## src/rtl/dmem_arbiter.sv

```systemverilog
`default_nettype none
// ============================================================================
//  Module   : dmem_arbiter
//  Brief    : Two-port round-robin controller for a word-wide data memory.
//             Full-word stores write directly. Partial byte-strobed stores use
//             a read-modify-write sequence. Registered responses go back to
//             the port that was granted.
//  Revision : 1.0 - initial release
// ============================================================================
module dmem_arbiter #(
  parameter int AW = 32,
  parameter int DW = 32
) (
  input  logic          clk,
  input  logic          rst_n,
  // port 0 (core LSU)
  input  logic          p0_req_valid,
  output logic          p0_req_ready,
  input  logic          p0_req_we,
  input  logic [AW-1:0] p0_req_addr,
  input  logic [DW-1:0] p0_req_wdata,
  input  logic [3:0]    p0_req_wstrb,
  output logic          p0_rsp_valid,
  output logic [DW-1:0] p0_rsp_rdata,
  // port 1 (DMA / debug)
  input  logic          p1_req_valid,
  output logic          p1_req_ready,
  input  logic          p1_req_we,
  input  logic [AW-1:0] p1_req_addr,
  input  logic [DW-1:0] p1_req_wdata,
  input  logic [3:0]    p1_req_wstrb,
  output logic          p1_rsp_valid,
  output logic [DW-1:0] p1_rsp_rdata,
  // memory side
  output logic [AW-1:0] mem_addr,
  output logic [DW-1:0] mem_wdata,
  output logic          mem_read,
  output logic          mem_write,
  input  logic [DW-1:0] mem_rdata
);

  localparam logic [0:0] IDLE   = 1'b0;
  localparam logic [0:0] RMW_WR = 1'b1;

  logic [0:0]    r_state;
  logic          r_last_grant;
  logic [DW-1:0] r_merge;
  logic [AW-1:0] r_rmw_addr;
  logic          r_rmw_port;
  logic          r_p0_rsp_valid;
  logic          r_p1_rsp_valid;
  logic [DW-1:0] r_p0_rsp_rdata;
  logic [DW-1:0] r_p1_rsp_rdata;

  logic          w_idle;
  logic          w_gnt0;
  logic          w_gnt1;
  logic          w_any_gnt;
  logic          w_sel;
  logic          w_we;
  logic [AW-1:0] w_addr;
  logic [DW-1:0] w_wdata;
  logic [3:0]    w_wstrb;
  logic          w_full;
  logic          w_partial;
  logic [DW-1:0] w_merge;

  // Round-robin grant: a tie goes to the port that was not granted last.
  always_comb begin
    w_idle    = rst_n && (r_state == IDLE);
    w_gnt0    = w_idle && p0_req_valid && (!p1_req_valid || r_last_grant);
    w_gnt1    = w_idle && p1_req_valid && (!p0_req_valid || !r_last_grant);
    w_any_gnt = w_gnt0 || w_gnt1;
    w_sel     = w_gnt1;
  end

  // Multiplex the granted request's fields and classify the store type.
  always_comb begin
    w_we      = w_sel ? p1_req_we    : p0_req_we;
    w_addr    = w_sel ? p1_req_addr  : p0_req_addr;
    w_wdata   = w_sel ? p1_req_wdata : p0_req_wdata;
    w_wstrb   = w_sel ? p1_req_wstrb : p0_req_wstrb;
    w_full    = (w_wstrb == 4'hF);
    w_partial = (w_wstrb != 4'hF) && (w_wstrb != 4'h0);
  end

  // Per-lane merge of new store bytes over the current memory word.
  always_comb begin
    w_merge = mem_rdata;
    for (int i = 0; i < 4; i++) begin
      if (w_wstrb[i]) begin
        w_merge[8*i +: 8] = w_wdata[8*i +: 8];
      end
    end
  end

  // Memory-side drive: RMW write-back takes priority, idle outputs are zero.
  always_comb begin
    mem_read  = 1'b0;
    mem_write = 1'b0;
    mem_addr  = '0;
    mem_wdata = '0;
    if (rst_n && (r_state == RMW_WR)) begin
      mem_write = 1'b1;
      mem_addr  = r_rmw_addr;
      mem_wdata = r_merge;
    end else if (w_any_gnt) begin
      mem_addr = w_addr;
      if (!w_we || w_partial) begin
        mem_read = 1'b1;
      end else if (w_full) begin
        mem_write = 1'b1;
        mem_wdata = w_wdata;
      end
    end
  end

  assign p0_req_ready = w_gnt0;
  assign p1_req_ready = w_gnt1;
  assign p0_rsp_valid = r_p0_rsp_valid;
  assign p1_rsp_valid = r_p1_rsp_valid;
  assign p0_rsp_rdata = r_p0_rsp_rdata;
  assign p1_rsp_rdata = r_p1_rsp_rdata;

  // FSM, arbitration history, RMW context and registered responses.
  always_ff @(posedge clk or negedge rst_n) begin
    if (!rst_n) begin
      r_state        <= IDLE;
      r_last_grant   <= 1'b1;
      r_merge        <= '0;
      r_rmw_addr     <= '0;
      r_rmw_port     <= 1'b0;
      r_p0_rsp_valid <= 1'b0;
      r_p1_rsp_valid <= 1'b0;
      r_p0_rsp_rdata <= '0;
      r_p1_rsp_rdata <= '0;
    end else begin
      r_p0_rsp_valid <= 1'b0;
      r_p1_rsp_valid <= 1'b0;
      if (r_state == RMW_WR) begin
        r_state <= IDLE;
        if (r_rmw_port) r_p1_rsp_valid <= 1'b1;
        else            r_p0_rsp_valid <= 1'b1;
      end else if (w_any_gnt) begin
        r_last_grant <= w_sel;
        if (w_we && w_partial) begin
          r_state    <= RMW_WR;
          r_merge    <= w_merge;
          r_rmw_addr <= w_addr;
          r_rmw_port <= w_sel;
        end else begin
          if (w_sel) r_p1_rsp_valid <= 1'b1;
          else       r_p0_rsp_valid <= 1'b1;
          if (!w_we) begin
            if (w_sel) r_p1_rsp_rdata <= mem_rdata;
            else       r_p0_rsp_rdata <= mem_rdata;
          end
        end
      end
    end
  end

endmodule
`default_nettype wire

```

## config.mk

```make
export PLATFORM = sky130hd
export DESIGN_NAME = dmem_arbiter
export DESIGN_NICKNAME = d
export VERILOG_FILES = /design/src/rtl/dmem_arbiter.sv
export SDC_FILE = /design/constraint.sdc
export NUM_CORES = 1
export LEC_CHECK = 0
export ABC_AREA = 1
export BUFFER_PORTS_ARGS = -buffer_cell sky130_fd_sc_hd__buf_2
export CAP_MARGIN = 15
export CORE_UTILIZATION = 45
export DETAILED_ROUTE_END_ITERATION = 10
export HOLD_SLACK_MARGIN = 0.15
export PLACE_DENSITY = 0.75
export SLEW_MARGIN = 20
export SYNTH_ARGS = -nofsm -noshare
export SYNTH_HDL_FRONTEND = slang
export SYNTH_SLANG_ARGS = --single-unit
```

## constraint.sdc

```tcl
create_clock -name clk -period 5.1 [get_ports clk]
set_clock_uncertainty 0.15 [all_clocks]
set_input_delay 0 -clock clk [delete_from_list [all_inputs] [get_ports clk]]
set_output_delay 0 -clock clk [all_outputs]
set_load 0.01 [all_outputs]
```

**After elaboration in Yosys (flattened, before gate mapping)**

Cells that the tools add are included.

- Equal/unequal tests: 2
- Mux-type cells: 34
- Bitwise logic cells: 4
- Reductions and logical operators: 21

Operator list:

| kind | number |
|---|---|
| two-way mux 32 bit | 8 |
| two-way mux 8 bit | 4 |
| two-way mux 1 bit | 21 |
| AND reduction 5 bit | 2 |
| logical AND 1 bit | 8 |
| == test 4 bit (second input constant) | 1 |
| logical NOT 1 bit | 4 |
| logical OR 1 bit | 4 |
| two-way mux 4 bit | 1 |
| inequality test 4 bit (second input constant) | 1 |
| inverter 1 bit | 4 |
| nonzero test 4 bit | 1 |
| AND reduction 3 bit | 1 |
| AND reduction 2 bit | 1 |

- Register bits after elaboration: 133
- Input bits: 174
- Output and inout bits: 134
- Logic and storage cells: 70

**Depth between registers and ports, before layout**

- Word-level depth: 11
- Depth in mapped cells: 13
- Depth with buffers taken out: 10

**Worst setup path after synthesis**

No wires, ideal clock.

- Path type: register -> register
- Start point: register r_last_grant
- End point: register r_merge[24]
- Setup time: 0.117 ns
- Arrival: 1.769 ns
- Required time: 4.833 ns
- Setup slack: 3.064 ns
- Cell stages (with the launch flop): 13
- Path buffers: 3
- Clock period less this slack: 2.036 ns
- Cells stage by stage: dfstp_2 -> nand2_1 -> nand2_1 -> nor2_4 -> buf_6 -> nand2_1 -> nand2_2 -> nor2_1 -> nand2_4 -> buf_4 -> buf_2 -> nand4_1 -> nand2_1

- Longest elaborated chain between the ends: 8
- Elaborated cells between the ends (all ways): 15
- Those cells by class: eq/ne: 1; mux: 4; reduce/logical: 10

RTL lines:

| item | RTL line | RTL |
|---|---|---|
| start, declared | 46 | `logic r_last_grant;` |
| start signal, assigned | 145 | `r_last_grant <= w_sel;` |
| logical NOT 1 bit | 72 | `w_gnt1 = w_idle && p1_req_valid && (!p0_req_valid \|\| !r_last_grant);` |
| logical OR 1 bit | 72 |  |
| logical AND 1 bit | 72 |  |
| two-way mux 4 bit | 82 | `w_wstrb = w_sel ? p1_req_wstrb : p0_req_wstrb;` |
| inequality test 4 bit / nonzero test 4 bit (equally long branches) | 84 | `w_partial = (w_wstrb != 4'hF) && (w_wstrb != 4'h0);` |
| logical AND 1 bit | 84 |  |
| logical AND 1 bit | 146 | `if (w_we && w_partial) begin` |
| AND reduction 3 bit (no source line) | - |  |
| end signal, assigned | 148 | `r_merge <= w_merge;` |
| end, declared | 47 | `logic [DW-1:0] r_merge;` |

Several ways; a longest one is shown, not always the timed one.
A chain may end at the register's enable or synchronous reset.

**Worst setup path after layout**

- Start point: input port rst_n
- End point: output port mem_wdata[2]

- Longest elaborated chain between the ends: 10
- Elaborated cells between the ends (all ways): 20
- Those cells by class: eq/ne: 2; mux: 7; reduce/logical: 11

RTL lines:

| item | RTL line | RTL |
|---|---|---|
| start, declared | 15 | `input logic rst_n,` |
| logical AND 1 bit | 70 | `w_idle = rst_n && (r_state == IDLE);` |
| logical AND 1 bit (2 in series) | 72 |  |
| two-way mux 4 bit | 82 |  |
| inequality test 4 bit / nonzero test 4 bit (equally long branches) | 84 |  |
| logical AND 1 bit | 84 |  |
| logical OR 1 bit | 109 | `if (!w_we \|\| w_partial) begin` |
| two-way mux 32 bit | 109 |  |
| two-way mux 32 bit | 107 | `end else if (w_any_gnt) begin` |
| two-way mux 32 bit (*) | 103 | `if (rst_n && (r_state == RMW_WR)) begin` |
| end, declared | 36 | `output logic [DW-1:0] mem_wdata,` |

Every way passes the cells marked *; elsewhere a longest branch is shown, timed or not.

==> summary.txt <==
Cells and area
  – Layout cells sized above 1: 0.238
  – Nets: 1724
  – Post-route cell area: 11800 µm²
  – Multi-input gate area: ~3700 µm²
  – Final Util: 0.733
  – # diodes: 0
  – Filler cells: 1220
  – Sequential Area: 3330 µm²
  – Layout overhead on the synthesized area: 56.9%

STA
  – Setup_tns: 0 ns
  – Fmax achieved: roughly 0.21 GHz
  – Rel. slew slack: 0.265
  – Max Slew Vio Count: 0
  – Final min period: between 4 and 5 ns
  – Least-Margin Pin Slew: about 1.1 ns
  – Setup violations, final: 0
  – Unrepaired setup endpoints after global routing: false
  – Fin crit share: 0.926
  – Final hold violations: 0

Floorplan
  – Die height: 131 µm
  – Initial Util: 0.467
  – DIE AREA: 17300 µm²
  – IO Count: 308
  – Core Region: 16100 µm²
  – Die width: 131 µm
  – Row count: 46

Clocking
  – Clock transition at path regs: 0.06 ns
  – CTS tree: done
  – Post-CTS setup buffers: 0
  – H-tree levels: 4
  – Root Driver: clkbuf_16
  – Total CTS buffers: 17
  – Clock sink total: between 100 and 150
  – CTS max path bufs: 2
  – Worst skew pair latency: 0.42 ns
  – Hold_buf cts: 210
  – Post_cts resized: 0

Logic synthesis
  – Synth top area share: 0.439
  – Mapped cell area: 7530 µm²
  – Number of flops mapped to enable cells by yosys: 0
  – Seq/Total Area, Yosys: 0.442
  – Commonest register cell after synthesis: dfrtp_1
  – Syn Area/Cell: 6.99 µm²
  – Flops & latches, synth: about 130
  – Most common library cells after synthesis: nand2_1 (554), dfrtp_1 (132), nand4_1 (66), o21ai_0 (63), nand3_1 (49)
  – YS warnings: 0
  – Area leader, netlist: dfrtp_1
  – Mapped Cells: around 1.1k
  – Top-count cell post-synth: nand2_1
  – Fraction of registers with async set/reset: 1.00
  – Top cells by area, synth: dfrtp_1 (44%), nand2_1 (28%), nand4_1 (5.5%)
  – Synth cell types: 27
  – Syn_nets: 1252

Global routing
  – Number of global-route vias before repair: 9473
  – Initial antenna violation count: 0
  – First-pass GRT wire length: about 46000 µm
  – Overall track demand over capacity in global routing: 0.337
  – Pin count of the biggest net entering global routing: just under 100
  – Grt ovf: 0

Setup path
  – Setup CP Type: in2out
  – Timing startpoint of the critical path: rst_n
  – CP endpoint kind: output pin
  – Critical R2R Capture: r_merge[8]
  – Worst reg2reg setup slack: 0.98 ns
  – Crit path DAT: between 4 and 5 ns
  – CP required: 4.95 ns
  – Highest-delay cell along the critical path: buf_4
  – Setup crit end: mem_wdata[2]
  – Critical path's top delay family: buffers and inverters
  – Startpoint Class: input pin
  – Buf/Inv on CP: 8
  – Critical path depth: 16
  – Crit Path Max Fanout: 68
  – CP max stage delay: 0.58 ns
  – Worst r2r src: r_state
  – R2R cell count: 13
  – Worst path cell trace: dlygate4sd3_1 -> dlygate4sd3_1 -> buf_6 -> inv_1 -> nor2_2 -> nand3_2 -> buf_4 -> nand2_4 -> nand2_2 -> and2_1 -> nand2_4 -> buf_4 -> inv_2 -> nand3_1 -> nand2_1 -> buf_2

Drt
  – Antenna-violating nets left: 0
  – DRC Markers: 0
  – DRT Pass-1 Iters: 5
  – Routed WL: 28700 µm
  – Number of DRC violations after detailed-routing iteration 0: 802
  – Via count: 9598
  – Post-DR vias/cell: 5.40
  – Routed length per instance: 16.1 µm

Power and ir drop
  – VDD IR max: 0.261 mV
  – Power per cell area: 367 nW/µm²
  – Leak: 6.69 nW

Placement
  – Port Buffers: 307
  – HPWL after DPL: 17200 µm
  – GPL Wtd Cong: 0.948
  – Dpl cell area: around 9100 µm²

Hold path
  – Hold crit path type: in2reg

Status
  – Status: finished, final reports clean

Run
  – Max-cap violations: 0
## cells in the final DEF, fill, tap and decap left out
cell and n:
o21ai_0 63, clkinv_4 1, bufinv_16 3, a21oi_1 33, nor2_1 4, clkinv_2 2
nand2_2 10, a22o_1 32, buf_16 1, nand3_2 2, clkbuf_1 1, and2_1 1
buf_2 306, inv_1 42, inv_2 2, inv_6 1, clkinv_1 1, o21bai_1 1
buf_4 10, dfstp_2 1, nor2_2 1, clkbuf_8 2, clkinvlp_4 5, nand3_1 49
nand2_1 552, buf_6 2, a21oi_2 1, nand4_1 66, or2_2 1, clkbuf_16 17
nor2_4 2, o21ai_1 4, dlygate4sd3_1 209, dfrtp_1 132, nand2_4 2
## logic make-up (layout without fill, tap and decap cells)
logic type,after synthesis,in the layout,share of synthesized area
compound gates,134,134,0.106
buf+inv,121,605,0.0688
flops,133,133,0.442
simple gates,690,690,0.383
## registers in the layout, indices dropped and copies added (netlist names)
register / flops
p0_rsp_rdata: 32
p0_rsp_valid: 1
p1_rsp_rdata: 32
p1_rsp_valid: 1
r_last_grant: 1
r_merge: 32
r_rmw_addr: 32
r_rmw_port: 1
r_state: 1
## worst min path at each step
stage,start,to,slack [ns],depth (start not counted)
final,p0_req_wstrb[2],r_merge[16],0.19,8
after global routing,mem_rdata[9],p1_rsp_rdata[9],0.29,4
after CTS,p0_req_wstrb[2],r_merge[16],0.17,8
after detailed placement,rst_n,r_merge[21],-0.16,1
after global placement,rst_n,r_merge[20],-0.16,1
after floorplan,rst_n,p0_rsp_rdata[0],-0.45,0
## stage by stage
stage          power [W]  hold WS [ns]  setup WS, ns  cells
3_5_place_dp     0.00284        -0.161          1.25   1537
6_report         0.00434         0.188         0.377   1778
3_3_place_gp     0.00280        -0.164          1.35   1537
5_1_grt          0.00459         0.287         0.127   1778
2_1_floorplan    0.00233        -0.446          3.06   1078
4_1_cts          0.00430         0.168         0.489   1778
## worst min-delay path, cell delays in order
cell and delay, ns:
buf_2 0.09, inv_1 0.06, nand2_1 0.07, nand2_1 0.17, nand2_1 0.12, nand2_1 0.06, nand4_1 0.09, nand2_1 0.06
## power breakdown
group	switching [W]	leakage [nW]	total (W)	internal, W
Sequential	0.000222	1.67	0.00166	0.00144
Combinational	0.000794	4.74	0.00142	0.000629
Clock	0.000468	0.281	0.00126	0.000792
## final cells by class
cell class              instances  share of cell area
repair buffers                528               0.317
multi-input cells             824               0.312
flip-flops and latches        133               0.282
clock buffers                  20              0.0386
well taps                     216              0.0229
inverters                      46              0.0147
clock inverters                11              0.0127
## metal layers
metal  vias to the layer above  GRT usage  part of all wire
met5                         -          0                 0
met3                       119     0.0559             0.074
met1                      4426      0.394              0.38
li1                       4447          -                 -
met2                       606      0.582              0.49
met4                         0      0.196             0.052
No activity file was read; power rests on OpenSTA's default activity.
